<file path="src/rtl/band_scale_sched.sv">
// band_scale_sched
// ----------------
// Time-multiplexes one shared POT-squared band scaler across NUM_BANDS
// equalizer band outputs and a final master-volume stage.
//
// On a smpl_vld strobe (while idle) all band samples, band POTs and the
// volume POT are snapshotted. The snapshot is then walked through the
// external scaler one band per cycle (BAND). The scaled results are summed
// in a wide accumulator that cannot overflow. The sum is saturated to 16
// bits and scaled once more by the volume POT (VOL). eq_out is updated with
// a one-cycle eq_vld pulse.
//
// Optional feature (macro BAND_SCALE_SCHED_OVRN_CNT_EN):
//   ovrn_clr input and ovrn_cnt[7:0] output. The counter is a saturating
//   count of strobes dropped because a sample was still in flight.
//
// Ports:
//   clk        in   system clock
//   rst        in   synchronous active-high reset
//   smpl_vld   in   one-cycle strobe, new band samples ready
//   bands      in   16*NUM_BANDS signed band samples, band k at [16k+15:16k]
//   pots       in   12*NUM_BANDS unsigned band POTs, band k at [12k+11:12k]
//   vol_pot    in   12-bit unsigned master volume POT
//   scl_pot    out  POT driven to the shared scaler
//   scl_audio  out  signed audio driven to the shared scaler
//   scl_result in   signed combinational result from the shared scaler
//   eq_out     out  equalized, volume-scaled sample (held between pulses)
//   eq_vld     out  one-cycle pulse, eq_out updated
//   busy       out  high while a sample is in progress
//   dbg_state  out  current FSM state (IDLE=0, BAND=1, VOL=2)
//   ovrn_clr   in   (optional) synchronous clear of ovrn_cnt
//   ovrn_cnt   out  (optional) saturating dropped-strobe count
//
// Handshake: smpl_vld carries no ready. A strobe is accepted only when
// busy is low; a strobe seen while busy is high is dropped and leaves the
// in-flight snapshot untouched.

module band_scale_sched #(
    parameter int NUM_BANDS = 5
) (
    input  logic                      clk,
    input  logic                      rst,
    input  logic                      smpl_vld,
    input  logic [16*NUM_BANDS-1:0]   bands,
    input  logic [12*NUM_BANDS-1:0]   pots,
    input  logic [11:0]               vol_pot,
    output logic [11:0]               scl_pot,
    output logic [15:0]               scl_audio,
    input  logic [15:0]               scl_result,
    output logic [15:0]               eq_out,
    output logic                      eq_vld,
    output logic                      busy,
    output logic [1:0]                dbg_state
`ifdef BAND_SCALE_SCHED_OVRN_CNT_EN
    ,
    input  logic                      ovrn_clr,
    output logic [7:0]                ovrn_cnt
`endif
);

    localparam int IDX_W = $clog2(NUM_BANDS);
    // One extra bit beyond log2(NUM_BANDS) growth keeps the sign intact.
    localparam int ACC_W = 16 + $clog2(NUM_BANDS) + 1;

    localparam logic signed [ACC_W-1:0] ACC_MAX = ACC_W'(32767);
    localparam logic signed [ACC_W-1:0] ACC_MIN = ACC_W'(-32768);
    localparam logic [IDX_W-1:0]        IDX_LAST = IDX_W'(NUM_BANDS - 1);

    typedef enum logic [1:0] {
        IDLE = 2'd0,
        BAND = 2'd1,
        VOL  = 2'd2
    } state_t;

    state_t                              state_q, state_d;
    logic [IDX_W-1:0]                    idx_q, idx_d;
    logic signed [ACC_W-1:0]             acc_q, acc_d;
    logic [NUM_BANDS-1:0][15:0]          bands_q, bands_d;
    logic [NUM_BANDS-1:0][11:0]          pots_q, pots_d;
    logic [11:0]                         vol_q, vol_d;
    logic [15:0]                         eq_out_q, eq_out_d;
    logic                                eq_vld_q, eq_vld_d;
    logic [15:0]                         acc_sat;
    logic signed [ACC_W-1:0]             result_ext;

    // Saturate the accumulated sum to the 16-bit audio range.
    always_comb begin
        acc_sat = acc_q[15:0];
        if (acc_q > ACC_MAX) begin
            acc_sat = 16'h7FFF;
        end else if (acc_q < ACC_MIN) begin
            acc_sat = 16'h8000;
        end
    end

    assign result_ext = {{(ACC_W-16){scl_result[15]}}, scl_result};

    // Next state. Scaler drive depends on registered state only.
    always_comb begin
        state_d   = state_q;
        idx_d     = idx_q;
        acc_d     = acc_q;
        bands_d   = bands_q;
        pots_d    = pots_q;
        vol_d     = vol_q;
        eq_out_d  = eq_out_q;
        eq_vld_d  = 1'b0;
        scl_pot   = 12'd0;
        scl_audio = 16'd0;
        busy      = 1'b0;

        case (state_q)
            IDLE: begin
                if (smpl_vld) begin
                    bands_d = bands;
                    pots_d  = pots;
                    vol_d   = vol_pot;
                    acc_d   = '0;
                    idx_d   = '0;
                    state_d = BAND;
                end
            end
            BAND: begin
                busy      = 1'b1;
                scl_pot   = pots_q[idx_q];
                scl_audio = bands_q[idx_q];
                acc_d     = acc_q + result_ext;
                idx_d     = idx_q + 1'b1;
                if (idx_q == IDX_LAST) begin
                    idx_d   = '0;
                    state_d = VOL;
                end
            end
            VOL: begin
                busy      = 1'b1;
                scl_pot   = vol_q;
                scl_audio = acc_sat;
                eq_out_d  = scl_result;
                eq_vld_d  = 1'b1;
                state_d   = IDLE;
            end
            default: begin
                state_d = IDLE;
            end
        endcase
    end

    always_ff @(posedge clk) begin
        if (rst) begin
            state_q  <= IDLE;
            idx_q    <= '0;
            acc_q    <= '0;
            bands_q  <= '0;
            pots_q   <= '0;
            vol_q    <= '0;
            eq_out_q <= '0;
            eq_vld_q <= 1'b0;
        end else begin
            state_q  <= state_d;
            idx_q    <= idx_d;
            acc_q    <= acc_d;
            bands_q  <= bands_d;
            pots_q   <= pots_d;
            vol_q    <= vol_d;
            eq_out_q <= eq_out_d;
            eq_vld_q <= eq_vld_d;
        end
    end

    assign eq_out    = eq_out_q;
    assign eq_vld    = eq_vld_q;
    assign dbg_state = state_q;

`ifdef BAND_SCALE_SCHED_OVRN_CNT_EN
    logic [7:0] ovrn_q, ovrn_d;

    // Clear wins over a same-cycle drop; the count sticks at 0xFF.
    always_comb begin
        ovrn_d = ovrn_q;
        if (ovrn_clr) begin
            ovrn_d = 8'd0;
        end else if (busy && smpl_vld && (ovrn_q != 8'hFF)) begin
            ovrn_d = ovrn_q + 8'd1;
        end
    end

    always_ff @(posedge clk) begin
        if (rst) begin
            ovrn_q <= 8'd0;
        end else begin
            ovrn_q <= ovrn_d;
        end
    end

    assign ovrn_cnt = ovrn_q;
`endif

endmodule
</file>
<file path="config.mk">
export PLATFORM = sky130hd
export DESIGN_NAME = band_scale_sched
export DESIGN_NICKNAME = d
export VERILOG_FILES = /design/src/rtl/band_scale_sched.sv
export SDC_FILE = /design/constraint.sdc
export NUM_CORES = 1
export LEC_CHECK = 0
export CORE_ASPECT_RATIO = 0.5
export CORE_UTILIZATION = 35
export CTS_BUF_LIST = sky130_fd_sc_hd__clkbuf_8
export DETAILED_ROUTE_END_ITERATION = 6
export PLACE_DENSITY = 0.66
export REMOVE_ABC_BUFFERS = 1
export SETUP_SLACK_MARGIN = 0.3
export SLEW_MARGIN = 20
export SYNTH_ARGS = -nofsm -noshare
export SYNTH_HDL_FRONTEND = slang
export SYNTH_SLANG_ARGS = --single-unit
</file>
<file path="constraint.sdc">
create_clock -name clk -period 2.7 [get_ports clk]
set_clock_uncertainty 0.2 [all_clocks]
set_input_delay 0.405 -clock clk [delete_from_list [all_inputs] [get_ports clk]]
set_output_delay 0.405 -clock clk [all_outputs]
set_load 0.02 [all_outputs]
</file>
### Word-level counts from Yosys, hierarchy flattened

Cells that the tools add are included.

* register bits after elaboration: 194
* bits of input ports: 171
* logic and storage cells: 50

* add/subtract/negate cells: 2
* $lt $le $gt $ge: 3
* equal/unequal tests: 5
* muxes and demuxes: 18
* reductions and logical operators: 6

Operators with widths (count)
* $bmux W16 S3: 1
* $mux W16: 3
* $pmux W20 S2: 1
* $bmux W12 S3: 1
* $pmux W16 S2: 1
* $pmux W12 S2: 1
* $add A20 B16 Y20: 1
* $gt A20 B16 Y1 const B: 1
* $lt A20 B16 Y1 const B: 1
* $mux W20: 1
* $mux W12: 1
* $mux W3: 2
* $pmux W3 S2: 1
* $reduce_and A2 Y1: 3
* $lt A3 B4 Y1 const B: 1
* $mux W2: 2
* $ne A2 B2 Y1 const B: 2
* $pmux W2 S2: 1
* $add A3 B1 Y3 const B: 1
* $eq A3 B3 Y1 const B: 1
* $eq A2 B1 Y1 const B: 1
* $eq A2 B2 Y1 const B: 1
* $logic_not A2 Y1: 1
* $mux W1: 2
* 2 further kinds: 2

### Logic depth before layout (Yosys ltp)

Gate-level depths: netlist (run 1).

* depth in word-level cells: 4
* mapped depth: 9
* gate-level depth less buffers: 9

### Least setup slack after synthesis (run 1)

OpenSTA, ideal clock, no wires.

* path kind: input to register
* from: in scl_result[0]
* to: reg acc_q[18]
* setup time: 0.117 ns
* arrival time: 2.305 ns
* path slack: 0.078 ns
* cell stages on the path: 9
* cell sequence: ha_1 -> fa_1 -> a21o_1 -> a21oi_2 -> o21ai_0 -> a21oi_2 -> a21oi_1 -> or3_1 -> a32o_1

* word-level cells in the longest chain between the ends: 2

RTL lines
* start: declaration: line 49 `input logic [15:0] scl_result,`
* $add A20 B16 Y20: line 127 `acc_d = acc_q + result_ext;`
* $pmux W20 S2: line 112 `case (state_q)`
* end signal: assignment: line 152 `acc_q <= '0;`
* end signal: assignment: line 161 `acc_q <= acc_d;`
* end: declaration: line 77 `logic signed [ACC_W-1:0] acc_q, acc_d;`

Every way passes these cells.
A chain may end at the register's enable or synchronous reset.

### Worst setup path after layout (run 1)

* from: reg idx_q[0]
* to: out scl_pot[5]

* word-level cells in the longest chain between the ends: 3

RTL lines
* start: declaration: line 76 `logic [IDX_W-1:0] idx_q, idx_d;`
* start signal: assignment: line 160 `idx_q <= idx_d;`
* $bmux W12 S3: line 125 `scl_pot = pots_q[idx_q];`
* $mux W12 (implied by the code): line 125
* $pmux W12 S2: line 112
* end: declaration: line 47 `output logic [11:0] scl_pot,`

Every way passes these cells. The select of a mux whose other input is x is not followed.

==> metrics.cfg, run 1 <==
[status]
run_status=finished, violations left
failed_checks=setup timing

[global_route]
antenna_found_initial=3
grt_overflow_total=0
grt_pass1_vias=8452
grt_start_max_net_pins=176
global_route_wire_length_before_repair_um=43400
gr-usage-all-layers_pct=20.6

[die]
die_w_um=231
core.rowCount=41
initial_core_util_pct=36.0
dieArea_sq_um=26800
top_level_i_o_count=219
core_region_area_sq_um=25400
floorplan.die.height_um=116

[power_and_ir_drop]
powerDensity_nw_per_um2=490
vdd.ir_drop.worst_v=0.000300
power_leakage_nw=4.90
totalPowerFinal_mw=6.40

[sta]
worst_hold_slack_ns=0.114
finalCriticalPeriod_ns=2.79
worst_pin_slew_ns=0.824
post-route-worst-setup-slack_ns=-0.0877
final_min_period_over_clock_period_pct=103
max_freq_mhz=359
rsz_0062_raised_after_global_routing=true
report.final.setup_viol=24
slew-limit-headroom_pct=45.1
final-hold-violation-count=0
report.final.slew_viol_count=0

[route]
route.detailed.wl_per_inst_um=15.7
num_vias=8824
postRouteWirelength_um=27800
vias_per_cell=4.99
drt_pre_antenna_iters=5
drc=0
drt_first_iter_violations=556
route.antenna.remaining_nets=0

[critical_path]
crit_path_end_kind=output port
required_ns=2.10
timing.critical_path.fanout_max=7
critPathCapture=scl_pot[5]
setup.worst_path.class=reg2out
worst_setup_path_startpoint=idx_q[0]$_SDFFE_PP0P_
reg2reg_from=acc_q[0]$_SDFFE_PP0P_
timing.critical_path.from_type=flop
cp.arrival_ns=2.18
worst-r2r-setup-slack_ns=0.26
crit-reg2reg-capture=acc_q[14]$_SDFFE_PP0P_
r2r_cells=9

[logic_synthesis]
synth-seq-area-share_pct=42.5
gate_count_of_the_mapped_netlist=1154
ys_top_cells_by_area=sky130_fd_sc_hd__dfxtp_1 (42%), sky130_fd_sc_hd__nand2_1 (15%), sky130_fd_sc_hd__a21oi_1 (9.4%)
ys_ff_latch=194
number_of_flops_mapped_to_enable_cells_by_yosys=0
synthDistinctLibCells=58
synthArstFlopShare_pct=0
yosys_warnings=0
leading_register_cell_type_out_of_synthesis=sky130_fd_sc_hd__dfxtp_1
synth_top_area_share_pct=42.5
avgSynthCellArea_sq_um=7.92
post_synthesis_instance_area_sq_um=9140
cell_accounting_for_the_most_synthesized_area=sky130_fd_sc_hd__dfxtp_1

[cells_and_area]
stdcell_area_sq_um=13100
share_of_cells_above_drive_strength_1_pct=19.2
multiInputGateArea_sq_um=5060
sequential_cell_area_sq_um=3900
syn2layout_area_growth_pct=42.9
fillerInstances=2366
net_total_in_the_final_layout=1606

[worst_hold_path]
hold_path.class=in2reg

[cts]
tritoncts=done
cts_max_level=4
clk_transition_reported_paths_ns=0.10
clkLatencyLatePin_ns=0.49
root_buffer=sky130_fd_sc_hd__clkbuf_8
cts_buffers=17
cts_sinks=194
cts.path.max_buffers=2

[placed_design]
place_area_sq_um=12200
numPortBuffers=218
gpl.final_weighted_congestion=0.852
dpl_worst_slack_ns=-0.448
final_hpwl_from_detailed_placement_um=19400

[run]
drv_cap=0

[metrics by stage]
step                setup TNS [ns]  instances  util (%)
finish                       -1.29       1770      51.4
global route                 -4.12       1770      51.4
CTS                          -2.04       1759      50.1
detailed placement           -3.41       1715      47.9
global placement             -3.07       1715      47.9
floorplan                  -229.59       1073         -
[cell usage after synthesis, types with 4 or more instances]
master and count:
sky130_fd_sc_hd__a21boi_0 18, sky130_fd_sc_hd__a21o_1 5, sky130_fd_sc_hd__a21oi_1 172, sky130_fd_sc_hd__a22oi_1 19
sky130_fd_sc_hd__and2_1 4, sky130_fd_sc_hd__buf_1 4, sky130_fd_sc_hd__buf_2 5, sky130_fd_sc_hd__clkbuf_1 69
sky130_fd_sc_hd__dfxtp_1 194, sky130_fd_sc_hd__ha_1 24, sky130_fd_sc_hd__inv_1 39, sky130_fd_sc_hd__mux2i_1 16
sky130_fd_sc_hd__mux4_2 28, sky130_fd_sc_hd__nand2_1 373, sky130_fd_sc_hd__nand4_1 4, sky130_fd_sc_hd__nor2_1 34
sky130_fd_sc_hd__nor2b_1 14, sky130_fd_sc_hd__o21ai_0 60, sky130_fd_sc_hd__or3_1 4, sky130_fd_sc_hd__xnor2_1 7
sky130_fd_sc_hd__xor2_1 5
[final cells by class]
type / instances / area share (%)
Multi-Input combinational cell: 840 / 38.7
Sequential cell: 194 / 29.9
Timing Repair Buffer: 318 / 23.8
Tap cell: 344 / 3.30
Clock buffer: 19 / 2.00
Inverter: 39 / 1.12
Clock inverter: 13 / 1.11
Antenna cell: 3 / 0.0575
[cells in the final DEF (no fill, tap or decap), drive strengths merged, types with 5 or more instances in the layout]
cell type and count:
a21boi 18, a21o 5, a21oi 174, a22oi 19, and2 5, buf 129, clkbuf 19, clkdlybuf4s50 184
clkinv 5, dfxtp 194, ha 24, inv 45, mux2i 16, mux4 28, nand2 375, nor2 35
nor2b 14, o21ai 60, xnor2 7, xor2 5
[cell families after synthesis]
group / share of synthesized area, %
adders and majority gates: 3.50
DFF: 42.5
AOI/OAI and AO/OA: 18.9
and+or+nand+nor: 20.2
xor gates and xnor gates: 1.15
muxes: 8.65
buffers and inverters: 5.16
[routing by layer]
| metal | wire length [um] | up-vias | global-route usage [%] |
|---|---|---|---|
| li1 | - | 4397 | - |
| met3 | 956 | 39 | 3.91 |
| met4 | 586 | 0 | 6.80 |
| met5 | 0 | - | 0 |
| met2 | 13800 | 157 | 36.0 |
| met1 | 12400 | 4231 | 25.8 |
[registers in the layout (all words and copies together) (netlist names)]
register and cells:
bands_q 80, pots_q 60, acc_q 20, eq_out 16, vol_q 12, idx_q 3
dbg_state 2, eq_vld 1
[worst max-delay path, stage by stage, from the launching register on]
cell                      delay, ns
sky130_fd_sc_hd__dfxtp_4       0.42
sky130_fd_sc_hd__buf_12        0.16
sky130_fd_sc_hd__buf_4         0.13
sky130_fd_sc_hd__mux4_2        0.49
sky130_fd_sc_hd__inv_1         0.06
sky130_fd_sc_hd__o21ai_0       0.07
sky130_fd_sc_hd__a22oi_1       0.15
sky130_fd_sc_hd__nor2b_1       0.06
sky130_fd_sc_hd__buf_2         0.16
[worst min path at each step]
stage	startpoint	end	slack [ns]	cells after the start
detailed placement	bands_q[52]$_SDFFE_PP0P_	bands_q[52]$_SDFFE_PP0P_	0.24	2
floorplan	bands_q[32]$_SDFFE_PP0P_	bands_q[32]$_SDFFE_PP0P_	0.23	2
global placement	bands_q[19]$_SDFFE_PP0P_	bands_q[19]$_SDFFE_PP0P_	0.24	2
global route	scl_result[3]	eq_out[3]$_SDFFE_PP0P_	0.11	3
CTS	scl_result[0]	eq_out[0]$_SDFFE_PP0P_	0.16	3
finish	scl_result[3]	eq_out[3]$_SDFFE_PP0P_	0.11	3
[power by group]
part / switching [mW] / internal (mW)
Sequential: 0.0951 / 3.03
Clock: 1.16 / 0.817
Combinational: 0.624 / 0.671
Total: 1.88 / 4.52
[repair_timing]
item | 4_1_cts | 5_1_grt
hold buffers | 1 | 0
cloned | 1 | 0
setup endpoints to repair | 35 | 36
gates resized for setup | 216 | 71
setup buffers | 10 | 8
hold endpoints to repair | 6 | 0
pin swaps | 18 | 37
No activity file was read; power rests on OpenSTA's default activity.
==> run 2, diff against run 1 <==
--- a/config.mk
+++ b/config.mk
@@ -5,6 +5,7 @@
 export SDC_FILE = /design/constraint.sdc
 export NUM_CORES = 1
 export LEC_CHECK = 0
+export ABC_AREA = 1
 export CORE_ASPECT_RATIO = 0.5
 export CORE_UTILIZATION = 35
 export CTS_BUF_LIST = sky130_fd_sc_hd__clkbuf_8
==> run 2 against run 1 <==
  * The flow now finishes without violations
  * Worst setup slack improved by 0.23 ns
  * Critical path depth stayed put
  * Largest power group unchanged
  * Critical endpoint is now scl_audio[8]
  * Hold slack better by 0.17 ns
  * Area after synthesis grew 3.9%
==> metrics.cfg, run 2 <==
[cells_and_area]
net_total_in_the_final_layout=1813  ; +13%
largest_reg_by_ff_count=bands_q
syn2layout_area_growth_pct=35.4
final_cells=1981  ; +12%
fin_util_pct=48.5  ; -3.0 points
largest_register_ffs=80  ; unchanged
fillerInstances=2666  ; +13%
most_common_cell_after_layout_fill_and_taps_aside=sky130_fd_sc_hd__nor2_1
largest_registers=bands_q x80, pots_q x60, acc_q x20
share_of_cells_above_drive_strength_1_pct=11.0  ; -8.1 points
multiInputGateArea_sq_um=5100  ; +0.89%
sequential_cell_area_sq_um=3900  ; about the same
diodes=0  ; -3
final_cell_mix=sky130_fd_sc_hd__nor2_1 (411), sky130_fd_sc_hd__o21ai_0 (229), sky130_fd_sc_hd__clkdlybuf4s50_1 (189)

[global_route]
grt_start_max_net_pins=57  ; -68%
gr-usage-all-layers_pct=22.9  ; +2.3 points
antenna_found_initial=0  ; -3
grt_overflow_total=0  ; unchanged
grt_pass1_vias=9434  ; +12%
global_route_wire_length_before_repair_um=50400  ; +16%

[route]
num_vias=9942  ; +13%
drc=0  ; unchanged
postRouteWirelength_um=32000  ; +15%
route.detailed.wl_per_inst_um=16.2  ; +2.8%
route.antenna.remaining_nets=0  ; unchanged
drt_first_iter_violations=799  ; +44%
vias_per_cell=5.02  ; +0.67%
drt_pre_antenna_iters=5  ; unchanged

[sta]
rsz_0062_raised_after_global_routing=true
final-hold-violation-count=0  ; unchanged
final_min_period_over_clock_period_pct=94.8  ; -8.4 points
report.final.setup_viol=0  ; -100%
max_freq_mhz=391  ; +8.9%
report.final.slew_viol_count=0  ; unchanged
finalCriticalPeriod_ns=2.56  ; -0.227 ns
worst_pin_slew_ns=0.496  ; -0.328 ns
slew-limit-headroom_pct=66.9  ; +22 points

[logic_synthesis]
cell_accounting_for_the_most_synthesized_area=sky130_fd_sc_hd__dfxtp_1
gate_count_of_the_mapped_netlist=1413  ; +22%
yosys_warnings=0  ; unchanged
post_synthesis_instance_area_sq_um=9500  ; +3.9%
synthDistinctLibCells=35  ; -40%
ys_ff_latch=194  ; unchanged
synth_top_area_share_pct=40.9  ; -1.6 points
leading_register_cell_type_out_of_synthesis=sky130_fd_sc_hd__dfxtp_1
ys_top_cells_by_area=sky130_fd_sc_hd__dfxtp_1 (41%), sky130_fd_sc_hd__nor2_1 (16%), sky130_fd_sc_hd__o21ai_0 (13%)
post_synth_most_frequent_cells=sky130_fd_sc_hd__nor2_1 (411), sky130_fd_sc_hd__o21ai_0 (246), sky130_fd_sc_hd__dfxtp_1 (194)
synthArstFlopShare_pct=0  ; unchanged
post-synth-top-count-cell=sky130_fd_sc_hd__nor2_1
avgSynthCellArea_sq_um=6.72  ; -15%
synth-seq-area-share_pct=40.9  ; -1.6 points
number_of_flops_mapped_to_enable_cells_by_yosys=0  ; unchanged

[die]
top_level_i_o_count=219  ; unchanged
dieArea_sq_um=27800  ; +3.9%
core_region_area_sq_um=26500  ; +4.5%
initial_core_util_pct=35.8  ; -0.20 points
floorplan.die.height_um=118  ; +1.9%
core.rowCount=42  ; +2.4%
die_w_um=235  ; +1.9%

[cts]
root_buffer=sky130_fd_sc_hd__clkbuf_8
cts_buffers=17  ; unchanged
clk_transition_reported_paths_ns=0.09  ; about the same
tritoncts=done
clkLatencyLatePin_ns=0.49  ; about the same
cts.path.max_buffers=2  ; unchanged
cts_sinks=194  ; unchanged
cts_max_level=4  ; unchanged

[critical_path]
timing.critical_path.cells=buf_4, nor4_1, nor2_1, buf_6, o21ai_1, buf_4, a21oi_2, buf_4
cpLargestDelayFamily=buffers and inverters
cp.buffers_inverters=4  ; unchanged
required_ns=2.10  ; about the same
timing.critical_path.fanout_max=15  ; +8
setup.worst_path.class=reg2out
timing.critical_path.from_type=flop
crit_path_end_kind=output port
critical-path-slowest-cell=sky130_fd_sc_hd__dfxtp_1
cp.arrival_ns=1.96  ; -0.22 ns
worst_path_largest_cell_delay_ns=0.32  ; -0.17 ns
critical-path-top-cell-by-count=sky130_fd_sc_hd__buf_4

[placed_design]
numPortBuffers=218  ; unchanged
final_hpwl_from_detailed_placement_um=21700  ; +12%
place.detailed.instances=1933  ; +13%
gpl.final_weighted_congestion=0.888  ; +4.3%

[power_and_ir_drop]
vdd.ir_drop.worst_v=0.000305  ; +1.7%
power_leakage_nw=5.36  ; +9.4%
powerDensity_nw_per_um2=616  ; +26%
totalPowerFinal_mw=7.92  ; +24%

[worst_hold_path]
hold_path.class=reg2reg

[status]
run_status=completed

[run]
drv_cap=0  ; unchanged

==> run 2: stage by stage <==
step                instance area (sq um)  hold slack [ns]  TNS (ns)  worst slack (ns)
floorplan                            9080            0.248   -145.86            -0.900
global placement                    12200            0.255         0            0.0542
detailed placement                  12200            0.266         0            0.0182
CTS                                 12700            0.289         0             0.122
global route                        12900            0.300         0            0.0198
finish                              12900            0.283         0             0.139
==> run 2: area by class of cell <==
class,count,share of cell area [%]
clock inverters,12,0.535
well taps,352,3.42
inverters,52,1.69
clock buffers,19,2.03
repair buffers,277,22.3
multi-input cells,1075,39.7
flip-flops and latches,194,30.3
==> run 2: cells by family (layout without fill, tap and decap cells) <==
logic type | Yosys count | count (layout) | share of synthesized area, %
simple gates | 651 | 651 | 27.5
compound gates | 395 | 395 | 21.5
flops | 194 | 194 | 40.9
buf+inv | 144 | 360 | 6.42
fa+ha+maj | 25 | 25 | 3.37
xor+xnor | 4 | 4 | 0.369
==> run 2: tightest hold or removal path: stages (launching register included) <==
cell	delay, ns
sky130_fd_sc_hd__dfxtp_1	0.33
sky130_fd_sc_hd__nor2_1	0.05
sky130_fd_sc_hd__nor2_1	0.08
==> run 2: final timing paths <==
kind / start / end / slack (ns) / cells past startpoint
worst max-delay path: acc_q[17]$_SDFFE_PP0P_ / scl_audio[8] / 0.14 / 8
worst min-delay path: pots_q[33]$_SDFFE_PP0P_ / pots_q[33]$_SDFFE_PP0P_ / 0.28 / 2
worst max register to register: acc_q[0]$_SDFFE_PP0P_ / acc_q[6]$_SDFFE_PP0P_ / 0.61 / 9
worst min register to register: pots_q[33]$_SDFFE_PP0P_ / pots_q[33]$_SDFFE_PP0P_ / 0.28 / 2
==> run 2: per-layer routing <==
layer / up-vias / global-route usage [%] / wire length (um)
li1: 5051 / - / -
met1: 4644 / 29.9 / 14900
met2: 204 / 38.6 / 15200
met3: 43 / 3.36 / 1170
met4: 0 / 7.81 / 741
met5: - / 0 / 0
==> run 2: timing repair <==
action | 4_1_cts | 5_1_grt
gates cloned | 5 | 3
setup buffers | 6 | 3
resized for setup | 204 | 10
endpoints found under the setup margin | 29 | 28
hold buffers | 0 | 0
pin swaps | 14 | 6
==> run 2: report_power, final <==
part / switching [mW] / internal (mW) / total [mW]
sequential: 0.223 / 3.26 / 3.49
clock: 1.05 / 0.668 / 1.72
combinational: 1.56 / 1.16 / 2.72
